$ cat src/rtl/play_event_arbiter.sv
// Round-robin arbiter that shares the niceplay strobe of the play-event counter
// among NREQ requesters, with a hold-off after each grant and a per-run event limit.
module play_event_arbiter #(
    parameter int NREQ       = 4,
    parameter int HOLDOFF    = 2,
    parameter int MAX_EVENTS = 8
) (
    input  logic            clk,
    input  logic            rst,
    input  logic            start,
    input  logic [NREQ-1:0] req,
    output logic [NREQ-1:0] grant,
    output logic            niceplay,
    output logic [2:0]      grant_id,
    output logic [7:0]      event_cnt,
    output logic            busy,
    output logic            done
);

    localparam int HOLD_W = (HOLDOFF > 1) ? $clog2(HOLDOFF) : 1;

    typedef enum logic [1:0] {
        ST_IDLE = 2'd0,
        ST_ARB  = 2'd1,
        ST_HOLD = 2'd2,
        ST_DONE = 2'd3
    } state_t;

    state_t            state_r, state_s;
    logic [2:0]        ptr_r, ptr_s;
    logic [HOLD_W-1:0] hold_r, hold_s;
    logic [7:0]        event_cnt_r, event_cnt_s;
    logic [NREQ-1:0]   grant_r, grant_s;
    logic              niceplay_r, niceplay_s;
    logic [2:0]        grant_id_r, grant_id_s;
    logic              busy_r, busy_s;
    logic              done_r, done_s;
    logic [2:0]        win_s;

    // First requester at or after ptr+1 (mod NREQ); scanning downward lets the nearest one win.
    function automatic logic [2:0] rr_pick(input logic [NREQ-1:0] req_v, input logic [2:0] ptr_v);
        logic [2:0]      win_v;
        logic [NREQ-1:0] sh_v;
        int              idx_v;
        win_v = ptr_v;
        for (int i = NREQ; i >= 1; i--) begin
            idx_v = (int'(ptr_v) + i) % NREQ;
            sh_v  = req_v >> idx_v;
            if (sh_v[0]) begin
                win_v = 3'(idx_v);
            end else begin
                win_v = win_v;
            end
        end
        return win_v;
    endfunction

    // State and registered-output update.
    always_ff @(posedge clk) begin
        if (rst) begin
            state_r     <= ST_IDLE;
            ptr_r       <= 3'(NREQ - 1);
            hold_r      <= {HOLD_W{1'b0}};
            event_cnt_r <= 8'd0;
            grant_r     <= {NREQ{1'b0}};
            niceplay_r  <= 1'b0;
            grant_id_r  <= 3'd0;
            busy_r      <= 1'b0;
            done_r      <= 1'b0;
        end else begin
            state_r     <= state_s;
            ptr_r       <= ptr_s;
            hold_r      <= hold_s;
            event_cnt_r <= event_cnt_s;
            grant_r     <= grant_s;
            niceplay_r  <= niceplay_s;
            grant_id_r  <= grant_id_s;
            busy_r      <= busy_s;
            done_r      <= done_s;
        end
    end

    // Next-state selection.
    always_comb begin
        state_s = state_r;
        case (state_r)
            ST_IDLE: begin
                if (start) state_s = ST_ARB;
                else       state_s = ST_IDLE;
            end
            ST_ARB: begin
                if (|req) state_s = ST_HOLD;
                else      state_s = ST_ARB;
            end
            ST_HOLD: begin
                if (hold_r == {HOLD_W{1'b0}}) begin
                    if (event_cnt_r == 8'(MAX_EVENTS)) state_s = ST_DONE;
                    else                               state_s = ST_ARB;
                end else begin
                    state_s = ST_HOLD;
                end
            end
            ST_DONE: begin
                if (start) state_s = ST_ARB;
                else       state_s = ST_DONE;
            end
            default: state_s = ST_IDLE;
        endcase
    end

    // Next values of the registered outputs and datapath.
    always_comb begin
        win_s       = rr_pick(req, ptr_r);
        grant_s     = {NREQ{1'b0}};
        niceplay_s  = 1'b0;
        grant_id_s  = grant_id_r;
        ptr_s       = ptr_r;
        event_cnt_s = event_cnt_r;
        hold_s      = hold_r;
        case (state_r)
            ST_IDLE, ST_DONE: begin
                if (start) event_cnt_s = 8'd0;
                else       event_cnt_s = event_cnt_r;
            end
            ST_ARB: begin
                if (|req) begin
                    grant_s     = {{(NREQ-1){1'b0}}, 1'b1} << win_s;
                    niceplay_s  = 1'b1;
                    grant_id_s  = win_s;
                    ptr_s       = win_s;
                    event_cnt_s = event_cnt_r + 8'd1;
                    hold_s      = HOLD_W'(HOLDOFF - 1);
                end else begin
                    hold_s = hold_r;
                end
            end
            ST_HOLD: begin
                if (hold_r != {HOLD_W{1'b0}}) hold_s = hold_r - {{(HOLD_W-1){1'b0}}, 1'b1};
                else                          hold_s = hold_r;
            end
            default: hold_s = hold_r;
        endcase
        busy_s = (state_s == ST_ARB) || (state_s == ST_HOLD);
        done_s = (state_s == ST_DONE);
    end

    assign grant     = grant_r;
    assign niceplay  = niceplay_r;
    assign grant_id  = grant_id_r;
    assign event_cnt = event_cnt_r;
    assign busy      = busy_r;
    assign done      = done_r;

endmodule

$ cat config.mk
export PLATFORM = sky130hd
export DESIGN_NAME = play_event_arbiter
export DESIGN_NICKNAME = d
export VERILOG_FILES = /design/src/rtl/play_event_arbiter.sv
export SDC_FILE = /design/constraint.sdc
export NUM_CORES = 1
export LEC_CHECK = 0
export BUFFER_PORTS_ARGS = -buffer_cell sky130_fd_sc_hd__buf_4
export CAP_MARGIN = 10
export CORE_MARGIN = 1
export CORE_UTILIZATION = 50
export CTS_BUF_LIST = sky130_fd_sc_hd__clkbuf_4 sky130_fd_sc_hd__clkbuf_8
export DETAILED_ROUTE_END_ITERATION = 8
export GPL_ROUTABILITY_DRIVEN = 0
export PLACE_DENSITY = 0.75
export REMOVE_ABC_BUFFERS = 1
export SYNTH_ARGS = -nofsm -noshare
export SYNTH_HDL_FRONTEND = slang
export SYNTH_SLANG_ARGS = --single-unit
$ cat constraint.sdc
create_clock -name clk -period 5.8 [get_ports clk]
set_input_delay 0.58 -clock clk [delete_from_list [all_inputs] [get_ports clk]]
set_output_delay 0.58 -clock clk [all_outputs]
set_load 0.01 [all_outputs]
# Word-level counts from Yosys, hierarchy flattened
# Cells that the tools add are included.
# op_classes
n_addsub	6
n_eq_ne	9
n_shift	5
mux	17
bitwise	6
reduce_logical	15
# op_table
op	n
4-bit by 32-bit >> shifter with 1-bit output	4
8-bit 2-to-1 mux	2
8-bit one-hot mux with 2 select lines	1
3-bit 2-to-1 mux	4
2-bit OR reduction	6
8-bit by 1-bit adder with 8-bit output, second input constant	1
2-bit == test, second input constant	4
8-bit by 4-bit == test with 1-bit output, second input constant	1
2-bit 2-to-1 mux	4
2-bit one-hot mux with 4 select lines	1
2-bit by 1-bit adder with 2-bit output, second input constant	2
2-bit adder, second input constant	2
1-bit bitwise AND, first input constant	4
2-bit by 1-bit == test with 1-bit output, second input constant	2
1-bit 2-to-1 mux	4
2-bit != test, second input constant	2
2-bit AND reduction	2
2-bit nonzero test	2
4-bit OR reduction	1
1-bit by 3-bit << shifter with 4-bit output, first input constant	1
3-bit AND reduction	1
3-bit OR reduction	1
2-bit zero test	1
1-bit inverter	2
3 further kinds	3
# totals
reg_bits	24
inputBits	7
out_inout_bits	18
word_cells	67

# Longest topological paths before layout
# Gate-level depths: netlist of the first run.
# logic_depth
word_depth	9
mapped_depth	9
mapped_depth_nobuf	8

# Worst setup path after synthesis of the first run
# Ideal clock, no wire load.
# synth_timing
path_type	in2reg
startpoint	input port req[1]
endpoint	register busy_r (netlist: busy)
setup_ns	0.128
t_arrival_ns	1.865
required_time_ns	5.672
slack_ns	3.807
path_stages	6
n_path_buf	0
path_cell_list	nor4_4 > nor2_1 > a221oi_1 > nor2_1 > ha_1 > nor2b_1
# synth_between
elab_chain_cells	5
word_cells_on_any_way	6
cone_classes	eq/ne: 2; mux: 2; reduce/logical: 2
# synth_rtl
item	line	text
start, declared	11	input logic [NREQ-1:0] req,
4-bit OR reduction *	92	if (|req) state_s = ST_HOLD;
2-bit 2-to-1 mux *	92	
2-bit one-hot mux with 4 select lines *	86	case (state_r)
net state_s[1]	29	state_t state_r, state_s;
2-bit by 1-bit == test with 1-bit output / 2-bit == test (equally long branches)	143	busy_s = (state_s == ST_ARB) || (state_s == ST_HOLD);
1-bit logical OR *	143	
net busy_s	36	logic busy_r, busy_s;
end signal, assigned	78	busy_r <= busy_s;
end, declared	36	
# Mark *: on every way through the listed nets, which the timed path passes. The rest lies on a longest branch.
# A chain may end at the register's enable or synchronous reset.

# Worst setup path in the final report of the first run
# layout_timing
startpoint	register event_cnt_r[0] (netlist: event_cnt[0])
endpoint	register busy_r (netlist: busy)
# layout_between
elab_chain_cells	6
word_cells_on_any_way	7
cone_classes	eq/ne: 3; mux: 3; reduce/logical: 1
# layout_rtl
item	line	text
start, declared	32	logic [7:0] event_cnt_r, event_cnt_s;
start signal, assigned	74	event_cnt_r <= event_cnt_s;
8-bit by 4-bit == test with 1-bit output *	97	if (event_cnt_r == 8'(MAX_EVENTS)) state_s = ST_DONE;
2-bit 2-to-1 mux *	97	
2-bit 2-to-1 mux *	96	if (hold_r == {HOLD_W{1'b0}}) begin
2-bit one-hot mux with 4 select lines *	86	
net state_s[1]	29	
2-bit by 1-bit == test with 1-bit output / 2-bit == test (equally long branches)	143	
1-bit logical OR *	143	
net busy_s	36	
# Marked as above.

==> impl_metrics.json, run 1 <==
{
  "path_max_fanout": 6,
  "yosys-top-cells-area": "dfxtp_1 (43%), ha_1 (8.1%), nor2_1 (5.2%)",
  "final_net_count": 156,
  "synthDistinctLibCells": 33,
  "power_leakage_nw": 0.540,
  "pwr-share-comb": 0.178,
  "io_pins": 25,
  "cts_post_setup_buffers_inserted": 0,
  "power.net_switching_mw": 0.0826,
  "switching_share_of_power": 0.278,
  "compound_cell_area_share_of_the_yosys_netlist": 0.147,
  "path_class": "register to register",
  "fp.dieW_um": 48.4,
  "grt_max_degree": 14,
  "cts_inserted_buffers": 3,
  "rsz0062_at_grt": "no",
  "cts-root-to-sink-buffers": 2,
  "slew_viol_final": 0,
  "synth-adder-area-share": 0.0812,
  "wirelength_mm": 2.04,
  "synth.avg_cell_area_um2": 9.30,
  "synth_top_family_by_area": "simple AND/OR/NAND/NOR gates",
  "share_seq_of_total_power": 0.574,
  "worst-endpoint-required_ns": 6.02,
  "post_cts_resized": 0,
  "synth-edff-count": 0,
  "synth_largest_type_area_fraction": 0.427,
  "irDropWorstVdd_mv": 0.129,
  "power_frac_clock": 0.248,
  "number_of_global_route_vias_before_repair": 812,
  "placementRows": 16,
  "drc": 0,
  "tritoncts": "done",
  "outcome": "finished clean",
  "start_util": 0.539,
  "die_h_um": 48.4,
  "post_synth_and_or_nand_nor_area_fraction": 0.218,
  "syn-instance-count": 116,
  "clock_pin_slew_of_the_registers_on_the_worst_case_setup_and_hold_paths_ns": 0.12,
  "timing_hold_violations_final": 0,
  "setup.worst_path.end_class": "register",
  "postSynth.topFlopCell": "dfxtp_1",
  "cts_htree_levels": 1,
  "synth-seq-cells": 23,
  "startpoint_type": "register",
  "detailedRoute.firstPassIterationCount": 4,
  "report.final.setup_viol": 0,
  "first_iter_violations": 13,
  "grt_antenna_before_repair": 0,
  "pwr_density_cell_mw_per_mm2": 228,
  "design.core.area_mm2": 0.00200,
  "timing.critical_path.arrival_ns": 2.28,
  "routedWlPerCell_um": 12.1,
  "final_period_minus_worst_setup_slack_ns": 2.07,
  "fin_util": 0.652,
  "tightestPinTransition_ns": 0.675,
  "cts_root_buffer": "clkbuf_4",
  "slew_headroom": 0.546,
  "final_critical_path_setup_slack_ns": 3.73,
  "post_synth_most_frequent_cells": "dfxtp_1 (23), nor2_1 (15), inv_1 (10)",
  "layout-drive-gt1-share": 0.206,
  "final.setup.tns_ns": 0,
  "synth_sequential_area_ratio": 0.427,
  "place_worst_setup_slack_ns": 3.50,
  "grt_remaining_overflow": 0,
  "timing.hold.worst.class": "register to register",
  "n_antenna_cell": 0,
  "yosysTopAreaCell": "dfxtp_1",
  "cts_hold_buf": 0,
  "post-dp-hpwl_mm": 1.60,
  "asyncSetResetFlopFracSynth": 0,
  "timing.max_cap.violations": 0,
  "muxShareOfSynthArea": 0.0290,
  "all_layer_gr_usage": 0.193,
  "worstSkewPairLatency_ns": 0.31,
  "vias_per_cell": 5.29,
  "worst_clock_skew_ns": 0.00140,
  "synth_most_common_cell": "dfxtp_1",
  "hold-worst-slack_ns": 0.494,
  "die-area_mm2": 0.00235,
  "numPortBuffers": 24,
  "cellInternalPower_mw": 0.215,
  "flow.area_growth_from_synthesis_pct": 21.0,
  "wire_length_of_the_first_global_routing_pass_mm": 3.51,
  "layout_worst_path_cycle_share": 0.356,
  "postRouteAntennaNets": 0,
  "syn_std_cell_area_mm2": 0.00108,
  "fmaxAchievable_ghz": 0.484,
  "total_vias_in_the_final_route": 888,
  "ys.warnings.count": 0,
  "post_synth_xor_area_fraction": 0.0487,
  "numClockSinks": 23
}
-- layout make-up --
class | instances | area [µm²]
repair buffers | 24 | 180
fillers | 175 | 697
clock inverters | 1 | 5.00
multi-input cells | 80 | 566
flip-flops and latches | 23 | 460
inverters | 10 | 37.5
well taps | 27 | 33.8
clock buffers | 3 | 22.5
-- power groups by stage --
stage	sequential [mW]	clock [mW]	combinational, mW
finish	0.171	0.0737	0.0529
global route	0.172	0.0807	0.0598
CTS	0.171	0.0742	0.0531
detailed placement	0.174	0	0.0530
global placement	0.174	0	0.0519
floorplan	0.175	0	0.0309
-- per-stage QoR --
step                total power [mW]  cells  cell area (µm²)
detailed placement             0.227    164             1280
global route                   0.312    168             1310
global placement               0.226    164             1280
floorplan                      0.206    113             1060
finish                         0.297    168             1310
CTS                            0.298    168             1310
-- metal layers --
| layer | track usage | wire [µm] | vias up |
|---|---|---|---|
| met2 | 0.300 | 945 | 18 |
| li1 | - | - | 459 |
| met5 | 0 | 0 | - |
| met1 | 0.271 | 1010 | 407 |
| met4 | 0.0882 | 31 | 0 |
| met3 | 0.0189 | 51 | 4 |
-- worst max-delay path, stage by stage (launching register included) --
cell and delay [ns]:
dfxtp_1 0.40, inv_1 0.08, ha_1 0.13, or4b_1 0.45, o41ai_1 0.29, a221oi_1 0.15
nor2_1 0.12, ha_1 0.23, nor2b_1 0.12
-- registers in the layout, summed over array words and instances, names as in the netlist --
signal     flops
grant_id       2
hold_r         1
event_cnt      8
busy           1
state_r        2
grant          4
done           1
ptr_r          3
niceplay       1
-- path summary, 6_finish.rpt --
| kind | start | endpoint | slack, ns | depth (start not counted) |
|---|---|---|---|---|
| setup / recovery | event_cnt[0] | busy | 3.73 | 8 |
| hold / removal | ptr_r[2] | ptr_r[2] | 0.49 | 1 |
| setup reg to reg | event_cnt[0] | busy | 3.73 | 8 |
| hold reg to reg | ptr_r[2] | ptr_r[2] | 0.49 | 1 |
-- placed cells by master (no fill, tap or decap), drive strengths merged --
master | netlist | routed
buf | 1 | 24
dfxtp | 23 | 23
nor2 | 15 | 15
inv | 10 | 10
ha | 7 | 7
xnor2 | 6 | 6
nand2b | 5 | 5
nand2 | 4 | 4
a211oi | 4 | 4
a2111oi | 4 | 4
a21oi | 3 | 3
o21ai | 3 | 3
nor3 | 3 | 3
clkbuf | 2 | 3
nor4 | 3 | 3
a221oi | 2 | 2
mux2i | 2 | 2
nand4 | 2 | 2
and3b | 2 | 2
and3 | 2 | 2
nor2b | 2 | 2
a22oi | 1 | 1
or4b | 1 | 1
o41ai | 1 | 1
nor3b | 1 | 1
a21boi | 1 | 1
o31ai | 1 | 1
nand3 | 1 | 1
o21a | 1 | 1
o211ai | 1 | 1
mux2 | 1 | 1
and2 | 1 | 1
clkinv | 0 | 1
-- kinds of logic after synthesis --
logic type,after synthesis
flops,23
xor+xnor,6
simple gates,42
compound gates,22
fa+ha+maj,7
mux,3
buf+inv,13
(Power assumes the default switching activity.)
==> inputs of run 2 (changes only) <==
--- a/config.mk
+++ b/config.mk
@@ -8,11 +8,11 @@
 export BUFFER_PORTS_ARGS = -buffer_cell sky130_fd_sc_hd__buf_4
 export CAP_MARGIN = 10
 export CORE_MARGIN = 1
-export CORE_UTILIZATION = 50
+export CORE_UTILIZATION = 49
 export CTS_BUF_LIST = sky130_fd_sc_hd__clkbuf_4 sky130_fd_sc_hd__clkbuf_8
 export DETAILED_ROUTE_END_ITERATION = 8
 export GPL_ROUTABILITY_DRIVEN = 0
-export PLACE_DENSITY = 0.75
+export PLACE_DENSITY = 0.77
 export REMOVE_ABC_BUFFERS = 1
 export SYNTH_ARGS = -nofsm -noshare
 export SYNTH_HDL_FRONTEND = slang
==> constraint.sdc (replaced) <==
create_clock -name clk -period 1.8 [get_ports clk]
set_input_delay 0.18 -clock clk [delete_from_list [all_inputs] [get_ports clk]]
set_output_delay 0.18 -clock clk [all_outputs]
set_load 0.01 [all_outputs]
==> impl_metrics.json, run 2 (same netlist as run 1, synthesis figures left out) <==
{
  "regToRegEndpoint": "busy",
  "vias_per_cell": 5.80,
  "tightestPinTransition_ns": 0.613,
  "timing.critical_path.arrival_ns": 2.24,
  "grt_antenna_before_repair": 0,
  "worstRegToRegCells": 8,
  "violations": "setup timing",
  "layout_worst_path_cycle_share": 1.12,
  "power_leakage_nw": 0.655,
  "irDropWorstVdd_mv": 0.471,
  "die-area_mm2": 0.00239,
  "setup.worst_path.start": "event_cnt[0]",
  "pwr_density_cell_mw_per_mm2": 660,
  "final_period_minus_worst_setup_slack_ns": 2.02,
  "die_h_um": 48.9,
  "postRouteAntennaNets": 0,
  "detailedRoute.firstPassIterationCount": 4,
  "numClockSinks": 23,
  "tritoncts": "done",
  "all_layer_gr_usage": 0.238,
  "cts_htree_levels": 1,
  "final_cell_mix": "buf_4 (41), dfxtp_1 (19), nor2_1 (15)",
  "post-dp-hpwl_mm": 1.92,
  "flow.area_growth_from_synthesis_pct": 50.7,
  "routedWlPerCell_um": 18.6,
  "timing_hold_violations_final": 0,
  "cts_hold_buf": 0,
  "dp_cells": 181,
  "n_antenna_cell": 0,
  "clock_pin_slew_of_the_registers_on_the_worst_case_setup_and_hold_paths_ns": 0.13,
  "cts_inserted_buffers": 3,
  "slew_viol_final": 0,
  "largest_reg_flops": 8,
  "first_iter_violations": 43,
  "number_of_global_route_vias_before_repair": 970,
  "mostFrequentLayoutCell": "buf_4",
  "final.setup.tns_ns": -0.294,
  "wire_length_of_the_first_global_routing_pass_mm": 4.42,
  "fp.dieW_um": 48.9,
  "setup.worst_path.end_class": "register",
  "report.final.setup_viol": 3,
  "slew_headroom": 0.587,
  "timing.hold.worst.class": "primary input to register",
  "worst_r2r_startpoint": "event_cnt[0]",
  "outcome": "finished, violations left",
  "min-delay-start": "rst",
  "layout-drive-gt1-share": 0.425,
  "grt_max_degree": 14,
  "cts_root_buffer": "clkbuf_4",
  "fmaxAchievable_ghz": 0.495,
  "worstSkewPairLatency_ns": 0.31,
  "design.core.area_mm2": 0.00202,
  "final_net_count": 175,
  "io_pins": 25,
  "wirelength_mm": 3.48,
  "layoutNonFillerInstCount": 187,
  "final_critical_path_setup_slack_ns": -0.219,
  "cp-endpoint": "busy",
  "startpoint_type": "register",
  "start_util": 0.533,
  "fin_util": 0.804,
  "placementRows": 16,
  "worst-endpoint-required_ns": 2.02,
  "cts-root-to-sink-buffers": 2,
  "numPortBuffers": 24,
  "path_class": "register to register",
  "total_vias_in_the_final_route": 1085,
  "timing.max_cap.violations": 0,
  "worst_clock_skew_ns": 0.00430,
  "grt_remaining_overflow": 0,
  "rsz0062_at_grt": "yes",
  "path_max_fanout": 2,
  "ff2ff_setup_slack_ns": -0.22,
  "drc": 0
}
run 2: cell count changes in the layout (fill, tap and decap cells not counted), moves of 2 or more:
cell       before  now
a2111oi_0       4    0
a2111oi_4       0    4
buf_4          24   41
buf_6           0    2
dfxtp_1        23   19
dfxtp_2         0    4
ha_1            7    3
ha_4            0    3
inv_1          10    8
inv_2           0    2
run 2: area by class of cell:
cell class	instances	area (µm²)
inverters	10	37.5
fillers	121	397
flip-flops and latches	23	465
multi-input cells	80	731
clock inverters	1	5.00
well taps	27	33.8
repair buffers	43	330
clock buffers	3	22.5
run 2: routing by layer:
layer,wire (µm),vias up,part of all wire,GRT usage
met4,174,0,0.050,0.108
met2,1730,51,0.50,0.414
met5,0,-,0,0
met1,1410,511,0.40,0.296
li1,-,502,-,-
met3,165,21,0.047,0.0218
run 2: where the power goes:
group / internal (mW) / leakage (nW) / switching [mW] / total, mW
Sequential: 0.535 / 0.189 / 0.0149 / 0.550
Clock: 0.0829 / 0.0177 / 0.157 / 0.240
Combinational: 0.131 / 0.448 / 0.151 / 0.282
Total: 0.749 / 0.655 / 0.323 / 1.07
run 2: through the flow:
step | power, mW | worst slack, ns | instance area, µm² | hold slack, ns
after floorplan | 0.664 | -0.0807 | 1060 | 0.252
after detailed placement | 0.760 | -0.249 | 1410 | 0.456
final | 1.07 | -0.219 | 1630 | 0.122
after global routing | 1.11 | -0.249 | 1630 | 0.127
after global placement | 0.750 | -0.107 | 1410 | 0.451
after CTS | 1.00 | -0.154 | 1470 | 0.122
run 2: worst max-delay path, stage by stage (launching register included):
cell and delay [ns]:
dfxtp_2 0.35, inv_2 0.07, ha_4 0.13, or4b_4 0.47
o41ai_4 0.25, a221oi_2 0.12, nor2_1 0.13, ha_2 0.28
nor2b_1 0.13
run 2: worst min-delay path by stage:
stage | endpoint | slack, ns | cells past startpoint
after floorplan | busy | 0.25 | 1
after global placement | event_cnt[1] | 0.45 | 2
after detailed placement | done | 0.46 | 2
after CTS | done | 0.12 | 2
after global routing | event_cnt[1] | 0.13 | 2
final | event_cnt[1] | 0.12 | 2
run 2: repair_timing:
action,in CTS,in global routing
endpoints found under the setup margin,7,9
buffers inserted,0,2
gates resized for setup,9,25
pin swaps,0,1
==> inputs of run 3 (changes only) <==
--- a/config.mk
+++ b/config.mk
@@ -12,6 +12,7 @@
 export CTS_BUF_LIST = sky130_fd_sc_hd__clkbuf_4 sky130_fd_sc_hd__clkbuf_8
 export DETAILED_ROUTE_END_ITERATION = 8
 export GPL_ROUTABILITY_DRIVEN = 0
+export MAX_ROUTING_LAYER = met4
 export PLACE_DENSITY = 0.77
 export REMOVE_ABC_BUFFERS = 1
 export SYNTH_ARGS = -nofsm -noshare
==> impl_metrics.json, run 3 (same netlist as run 1, synthesis figures left out) <==
{
  "largest_reg_flops": 8,
  "path_max_fanout": 2,
  "worst_clock_skew_ns": 0.000926,
  "final_cell_mix": "buf_4 (41), dfxtp_1 (19), nor2_1 (15)",
  "outcome": "finished, violations left",
  "grt_max_degree": 14,
  "io_pins": 25,
  "die_h_um": 48.9,
  "routedWlPerCell_um": 18.3,
  "final_net_count": 175,
  "numClockSinks": 23,
  "grt_antenna_before_repair": 0,
  "detailedRoute.firstPassIterationCount": 4,
  "drc": 0,
  "wire_length_of_the_first_global_routing_pass_mm": 4.43,
  "cts_hold_buf": 0,
  "flow.area_growth_from_synthesis_pct": 50.7,
  "tightestPinTransition_ns": 0.604,
  "cts_htree_levels": 1,
  "n_antenna_cell": 0,
  "post-dp-hpwl_mm": 1.92,
  "startpoint_type": "register",
  "switching_share_of_power": 0.299,
  "slew_viol_final": 0,
  "final_period_minus_worst_setup_slack_ns": 2.03,
  "rsz0062_at_grt": "yes",
  "placementRows": 16,
  "layout_worst_path_cycle_share": 1.13,
  "cts_root_buffer": "clkbuf_4",
  "cellInternalPower_mw": 0.749,
  "die-area_mm2": 0.00239,
  "postRouteAntennaNets": 0,
  "fp.dieW_um": 48.9,
  "clock_pin_slew_of_the_registers_on_the_worst_case_setup_and_hold_paths_ns": 0.13,
  "hold-worst-slack_ns": 0.125,
  "pwr-share-comb": 0.263,
  "tritoncts": "done",
  "timing_hold_violations_final": 0,
  "worst-endpoint-required_ns": 2.01,
  "fmaxAchievable_ghz": 0.493,
  "grt_remaining_overflow": 0,
  "timing.hold.worst.class": "primary input to register",
  "wirelength_mm": 3.42,
  "power.net_switching_mw": 0.319,
  "pwr_density_cell_mw_per_mm2": 657,
  "setup.worst_path.end_class": "register",
  "cts_inserted_buffers": 3,
  "violations": "setup timing",
  "min-delay-start": "rst",
  "slew_headroom": 0.593,
  "p_total_mw": 1.07,
  "timing.max_cap.violations": 0,
  "total_vias_in_the_final_route": 1070,
  "cts-root-to-sink-buffers": 2,
  "final.setup.tns_ns": -0.297,
  "setup.worst_path.start": "event_cnt[0]",
  "report.final.setup_viol": 3,
  "vias_per_cell": 5.72,
  "path_class": "register to register",
  "start_util": 0.533,
  "layout-drive-gt1-share": 0.425,
  "share_seq_of_total_power": 0.515,
  "irDropWorstVdd_mv": 0.470,
  "all_layer_gr_usage": 0.246,
  "power_frac_clock": 0.222,
  "worstSkewPairLatency_ns": 0.30,
  "numPortBuffers": 24,
  "first_iter_violations": 50,
  "timing.critical_path.arrival_ns": 2.24,
  "mostFrequentLayoutCell": "buf_4",
  "number_of_global_route_vias_before_repair": 967,
  "final_critical_path_setup_slack_ns": -0.227,
  "design.core.area_mm2": 0.00202,
  "power_leakage_nw": 0.655,
  "final.fill_count": 121,
  "fin_util": 0.804,
  "worst_r2r_startpoint": "event_cnt[0]"
}
[run 3: final timing paths]
check	end	cells past startpoint	slack, ns
max reg2reg	busy	8	-0.23
min	event_cnt[1]	2	0.12
min reg2reg	ptr_r[2]	1	0.51
max	busy	8	-0.23
[run 3: layout make-up]
cell class	count	area [µm²]	share of cell area
inverter	10	37.5	0.0231
clock buffer	3	22.5	0.0139
sequential	23	465	0.286
clock inverter	1	5.00	0.00308
multi-input combinational	80	731	0.450
tap	27	33.8	0.0208
timing repair buffer	43	330	0.203
[run 3: through the flow]
step | setup WS, ns | cells | instance area, µm²
CTS | -0.154 | 185 | 1470
global placement | -0.107 | 181 | 1410
global route | -0.249 | 187 | 1630
finish | -0.227 | 187 | 1630
detailed placement | -0.249 | 181 | 1410
floorplan | -0.0807 | 113 | 1060
[run 3: power by group through the flow]
stage                     clock network (mW)  registers (mW)  logic [mW]
after floorplan                            0           0.565      0.0996
after CTS                              0.240           0.547       0.217
after global routing                   0.257           0.552       0.301
after detailed placement                   0           0.558       0.202
final                                  0.237           0.550       0.281
after global placement                     0           0.557       0.193
[run 3: metal layers]
layer,vias up,routed length [µm],share of wire,track usage
li1,502,-,-,-
met1,501,1400,0.41,0.298
met2,46,1700,0.50,0.414
met3,21,135,0.039,0.0218
met4,0,183,0.053,0.108
met5,-,0,0,-
[run 3: timing repair]
| item | in CTS | in global routing |
|---|---|---|
| pin swaps | 0 | 1 |
| setup endpoints to repair | 7 | 9 |
| gates cloned | 0 | 0 |
| resized for setup | 9 | 25 |
| setup buffers | 0 | 2 |
[run 3: critical path: stages, from the launching register on]
cell	delay, ns
dfxtp_2	0.35
inv_2	0.07
ha_4	0.13
or4b_4	0.47
o41ai_4	0.25
a221oi_2	0.12
nor2_1	0.14
ha_2	0.28
nor2b_1	0.13
